### config.mk
export PLATFORM = sky130hd
export DESIGN_NAME = axis_prbs_source
export DESIGN_NICKNAME = d
export VERILOG_FILES = /design/src/rtl/prbs_pkg.sv /design/src/rtl/xorshift32_chain.sv /design/src/rtl/axis_prbs_source.sv
export SDC_FILE = /design/constraint.sdc
export NUM_CORES = 2
export LEC_CHECK = 0
export CAP_MARGIN = 10
export CORE_AREA = 2 2 231 403
export DETAILED_ROUTE_END_ITERATION = 16
export DIE_AREA = 0 0 233 405
export MAX_ROUTING_LAYER = met4
export PLACE_DENSITY_LB_ADDON = 0.1
export SYNTH_ARGS = -nofsm -noshare
export SYNTH_HDL_FRONTEND = slang
export SYNTH_SLANG_ARGS = --single-unit
### constraint.sdc
create_clock -name ap_clk -period 17.1 [get_ports ap_clk]
set_input_delay 2.565 -clock ap_clk [delete_from_list [all_inputs] [get_ports ap_clk]]
set_output_delay 2.565 -clock ap_clk [all_outputs]
set_load 0.02 [all_outputs]
### src/rtl/prbs_pkg.sv
// Shared constants, state encoding and the xorshift32 step used by the PRBS stream source.
package prbs_pkg;

    localparam logic [31:0] XS_SEED_DEFAULT = 32'h1;
    localparam int XS_SH_A = 13;
    localparam int XS_SH_B = 17;
    localparam int XS_SH_C = 5;

    typedef enum logic [1:0] {
        IDLE = 2'd0,
        RUN  = 2'd1,
        FIN  = 2'd2
    } state_t;

    function automatic logic [31:0] xs_step(input logic [31:0] x);
        logic [31:0] t;
        t = x ^ (x << XS_SH_A);
        t = t ^ (t >> XS_SH_B);
        t = t ^ (t << XS_SH_C);
        return t;
    endfunction

endpackage

### src/rtl/xorshift32_chain.sv
// Combinational chain of N xorshift32 steps: one beat's worth of words plus the state after the last one.
module xorshift32_chain
    import prbs_pkg::*;
#(
    parameter int N = 16
) (
    input  logic [31:0]     i_state,
    output logic [32*N-1:0] o_words,
    output logic [31:0]     o_state
);

    logic [31:0] w_chain [0:N];

    assign w_chain[0] = i_state;

    for (genvar g = 0; g < N; g++) begin : g_step
        assign w_chain[g+1]      = xs_step(w_chain[g]);
        assign o_words[32*g +: 32] = w_chain[g+1];
    end

    assign o_state = w_chain[N];

endmodule

### src/rtl/axis_prbs_source.sv
// AXI4-Stream source emitting a seeded xorshift32 byte vector of programmable length.
module axis_prbs_source
    import prbs_pkg::*;
#(
    parameter int DATA_W = 512,
    parameter int LEN_W  = 32
) (
    input  logic                ap_clk,
    input  logic                ap_rst_n,
    input  logic                start,
    input  logic [LEN_W-1:0]    len_bytes,
    input  logic [31:0]         seed,
    output logic                busy,
    output logic                done,
    output logic                m_axis_tvalid,
    input  logic                m_axis_tready,
    output logic [DATA_W-1:0]   m_axis_tdata,
    output logic [DATA_W/8-1:0] m_axis_tkeep,
    output logic                m_axis_tlast,
    output logic [1:0]          o_dbg_state
);

    localparam int BYTES = DATA_W / 8;
    localparam int WORDS = DATA_W / 32;
    localparam logic [LEN_W-1:0] BYTES_L = LEN_W'(BYTES);

    state_t            r_state;
    logic [31:0]       r_x;
    logic [LEN_W-1:0]  r_rem;
    logic              r_busy;
    logic              r_done;
    logic              r_tvalid;
    logic              r_tlast;
    logic [DATA_W-1:0] r_tdata;
    logic [BYTES-1:0]  r_tkeep;

    logic [31:0]       w_seed_eff;
    logic [31:0]       w_chain_in;
    logic [31:0]       w_chain_state;
    logic [DATA_W-1:0] w_chain_words;
    logic [DATA_W-1:0] w_data_load;
    logic [LEN_W-1:0]  w_rem_load;
    logic [BYTES-1:0]  w_keep_load;
    logic              w_hs;

    // r_rem counts bytes still owed including the beat in the output register.
    function automatic logic [BYTES-1:0] keep_for(input logic [LEN_W-1:0] rem);
        for (int i = 0; i < BYTES; i++)
            keep_for[i] = (LEN_W'(i) < rem);
    endfunction

    assign w_seed_eff  = (seed == 32'h0) ? XS_SEED_DEFAULT : seed;
    assign w_chain_in  = (r_state == IDLE) ? w_seed_eff : r_x;
    assign w_rem_load  = (r_state == IDLE) ? len_bytes : (r_rem - BYTES_L);
    assign w_keep_load = keep_for(w_rem_load);

    // A beat transfers on a rising edge with tvalid & tready; the beat is held until then.
    assign w_hs = r_tvalid & m_axis_tready;

    xorshift32_chain #(.N(WORDS)) u_chain (
        .i_state (w_chain_in),
        .o_words (w_chain_words),
        .o_state (w_chain_state)
    );

    always_comb begin
        w_data_load = '0;
        for (int b = 0; b < BYTES; b++)
            if (w_keep_load[b]) w_data_load[8*b +: 8] = w_chain_words[8*b +: 8];
    end

    always_ff @(posedge ap_clk) begin
        if (!ap_rst_n) begin
            r_state  <= IDLE;
            r_x      <= XS_SEED_DEFAULT;
            r_rem    <= '0;
            r_busy   <= 1'b0;
            r_done   <= 1'b0;
            r_tvalid <= 1'b0;
            r_tlast  <= 1'b0;
            r_tdata  <= '0;
            r_tkeep  <= '0;
        end else begin
            r_done <= 1'b0;
            case (r_state)
                IDLE: begin
                    if (start) begin
                        r_busy <= 1'b1;
                        if (len_bytes != '0) begin
                            r_x      <= w_chain_state;
                            r_rem    <= w_rem_load;
                            r_tdata  <= w_data_load;
                            r_tkeep  <= w_keep_load;
                            r_tlast  <= (w_rem_load <= BYTES_L);
                            r_tvalid <= 1'b1;
                            r_state  <= RUN;
                        end else begin
                            r_done  <= 1'b1;
                            r_state <= FIN;
                        end
                    end
                end
                RUN: begin
                    if (w_hs) begin
                        if (r_tlast) begin
                            r_tvalid <= 1'b0;
                            r_tlast  <= 1'b0;
                            r_tdata  <= '0;
                            r_tkeep  <= '0;
                            r_done   <= 1'b1;
                            r_state  <= FIN;
                        end else begin
                            r_x     <= w_chain_state;
                            r_rem   <= w_rem_load;
                            r_tdata <= w_data_load;
                            r_tkeep <= w_keep_load;
                            r_tlast <= (w_rem_load <= BYTES_L);
                        end
                    end
                end
                FIN: begin
                    r_busy  <= 1'b0;
                    r_state <= IDLE;
                end
                default: r_state <= IDLE;
            endcase
        end
    end

    assign busy          = r_busy;
    assign done          = r_done;
    assign m_axis_tvalid = r_tvalid;
    assign m_axis_tdata  = r_tdata;
    assign m_axis_tkeep  = r_tkeep;
    assign m_axis_tlast  = r_tlast;
    assign o_dbg_state   = r_state;

endmodule

==> impl_metrics.json <==
{
  "mostFrequentLayoutCell": "sky130_fd_sc_hd__clkdlybuf4s50_1",
  "worst-setup-path-type": "primary input to register",
  "grt_start_max_net_pins": 138,
  "mappedNetlistArea_mm2": 0.0452,
  "die_x_um": 233,
  "die_h_um": 405,
  "setup_violations": 0,
  "max_cap_violations": 0,
  "area_growth_syn_to_layout_pct": 22.5,
  "avgViaCountPerCell": 5.75,
  "grt_pass1_vias": 34400,
  "ctsRootBufferMaster": "sky130_fd_sc_hd__clkbuf_16",
  "cell_type_with_the_highest_occurrence_count_on_the_critical_path": "sky130_fd_sc_hd__xnor3_1",
  "cts-buffers-inserted": 68,
  "timing.critical_path.arrival_ps": 16590,
  "cpMaxStageDelayCell": "sky130_fd_sc_hd__xnor3_1",
  "grt.total_usage": 0.401,
  "timing.critical_path.slowest_cell_delay_ps": 1070,
  "cts_hold_repair.buffers": 0,
  "total_of_flip_flops_plus_latches_after_synthesis": 646,
  "port_buffers": 649,
  "drc": 0,
  "final.setup.tns_ps": 0,
  "io-pin-count": 650,
  "finalWirelength_mm": 187,
  "floorplan.rows": 147,
  "cts_post_setup_buffers_inserted": 0,
  "post_cts.resized_instances": 0,
  "crit_family": "XOR/XNOR gates",
  "finalMaxSlewViolations": 0,
  "overflow": 0,
  "dp_hpwl_mm": 147,
  "critical_path.startpoint_type": "primary input",
  "clkSlewWorstSetupHoldPaths_ps": 60,
  "final_min_period_over_clock_period": 0.936,
  "post_route_cells_drive_above_1_share": 0.0822,
  "clk_latency_ps": 700,
  "worstHoldPathType": "register to register",
  "clock_sinks": 646,
  "max_slew_margin": 0.148,
  "timing.final.crit_period_ps": 16000,
  "synthTopCellsByArea": "sky130_fd_sc_hd__dfxtp_1, sky130_fd_sc_hd__xnor3_1, sky130_fd_sc_hd__xnor2_1, sky130_fd_sc_hd__a22oi_1, sky130_fd_sc_hd__xor2_1",
  "synth.net_count": 4242,
  "drt_first_pass_iters": 6,
  "synthDistinctLibCells": 57,
  "routedWlPerCell_um": 31.0,
  "yosysWarningCount": 0,
  "initial_utilization": 0.495,
  "routed-via-count": 34600,
  "syn_inst": 4173,
  "max_clock_freq_mhz": 62.5,
  "coreArea_mm2": 0.0914,
  "critical_path_required_ps": 17680,
  "die-area_mm2": 0.0944,
  "clock_tree.buffer_depth": 3,
  "final.setup_skew_ps": 29.6,
  "cts_max_level": 3,
  "final_antenna_net_count": 0,
  "final_cell_mix": "sky130_fd_sc_hd__clkdlybuf4s50_1, sky130_fd_sc_hd__dfxtp_1, sky130_fd_sc_hd__xnor2_1, sky130_fd_sc_hd__nor2b_1, sky130_fd_sc_hd__a22oi_1",
  "critical_path_peak_fanout": 13,
  "postSynthAreaPerCell_um2": 10.8,
  "first_pass_grt_wire_length_mm": 259,
  "tightestPinTransition_ps": 1270,
  "synth.yosys.seq_area_share": 0.286,
  "hold_viol": 0,
  "grt_antenna_before_repair": 4,
  "worst_setup_path_end_kind": "register",
  "gp_routability_congestion": 1.08,
  "num-nets-final": 4851,
  "clock_tree_from_tritoncts": "yes",
  "worstPathBufferInverterCount": 1,
  "outcome": "completed",
  "grt_setup_unrepaired": "false",
  "synth_top_cell_by_area": "sky130_fd_sc_hd__dfxtp_1",
  "detail_route.iter0.violations": 2810,
  "yosysTopAreaCellShare": 0.286
}
## layout make-up
type	count	area (um2)
fillers	7822	36000
multi-input cells	3294	31400
flip-flops and latches	646	12900
repair buffers	752	7280
clock buffers	87	1880
well taps	1192	1490
clock inverters	29	378
inverters	20	75.1
diodes	4	10.0
## routing by layer
layer	vias up	share of wire	global-route usage
li1	15500	-	-
met1	16900	0.36	0.431
met2	1700	0.50	0.683
met3	547	0.057	0.0514
met4	0	0.082	0.280
met5	-	0	-
## stage by stage
stage                      util  instances  instance area, um2  worst slack (ps)  hold slack, ps
after floorplan               -       4173               45200              4500             447
after global placement    0.581       5902               53100               567             433
after detailed placement  0.582       5904               53200               614             443
final                     0.606       6024               55400              1100             456
after CTS                 0.606       6020               55400              1300             457
after global routing      0.606       6023               55400              1030             483
## synthesized netlist by cell type, drive strengths merged
cell type and instances:
mux2i 51, o22ai 3, o211a 5, o211ai 1, a31oi 7, xnor3 369
xor3 74, nor2b 432, dfxtp 646, mux2 2, a22o 8, or3 9
nand2 280, a211oi 1, o221a 1, a32o 6, nor4 20, or2 2
clkbuf 181, a32oi 2, ha 1, xnor2 697, nor2 54, inv 20
buf 32, xor2 347, o31ai 1, nand4 8, a21oi 107, a21boi 80
o21ai 175, a21o 3, or4 2, nand2b 42, nor3 20, a22oi 378
nand3 8, and3 1, and2 97
## worst reg2reg max path, delay by kind of cell, from the launching register on
family                 cells  cell delay (ps)
buffers and inverters      1              750
multiplexers               1              560
AO/OA/AOI/OAI              1              270
flip-flops                 1              550
AND/OR/NAND/NOR            1              610
XOR/XNOR                  20            11930
## registers in the layout, summed over array words and instances, names as in the netlist, 2 cells and up
name and cells:
m_axis_tdata 512, m_axis_tkeep 64, r_rem 32, r_x 32
o_dbg_state 2
## kinds of logic after synthesis
logic type / after synthesis / synth area share
adder cells (fa/ha/maj): 1 / 0.000277
multiplexers: 53 / 0.0155
AO/OA/AOI/OAI: 778 / 0.114
AND/OR/NAND/NOR: 975 / 0.116
buffers and inverters: 233 / 0.0216
XOR/XNOR: 1487 / 0.447
flip-flops: 646 / 0.286
## final timing paths
kind	from	endpoint	slack, ps	depth (start not counted)
worst max-delay path	seed[10]	m_axis_tdata[498]$_SDFFE_PN0P_	1100	25
worst max register to register	o_dbg_state[0]$_SDFFE_PN0P_	m_axis_tdata[498]$_SDFFE_PN0P_	2310	24
worst min-delay path	m_axis_tdata[502]$_SDFFE_PN0P_	m_axis_tdata[502]$_SDFFE_PN0P_	460	2
worst min register to register	m_axis_tdata[502]$_SDFFE_PN0P_	m_axis_tdata[502]$_SDFFE_PN0P_	460	2
Power is not shown: default switching activity piles up to over one toggle a cycle in this logic, so the estimate is an artifact.
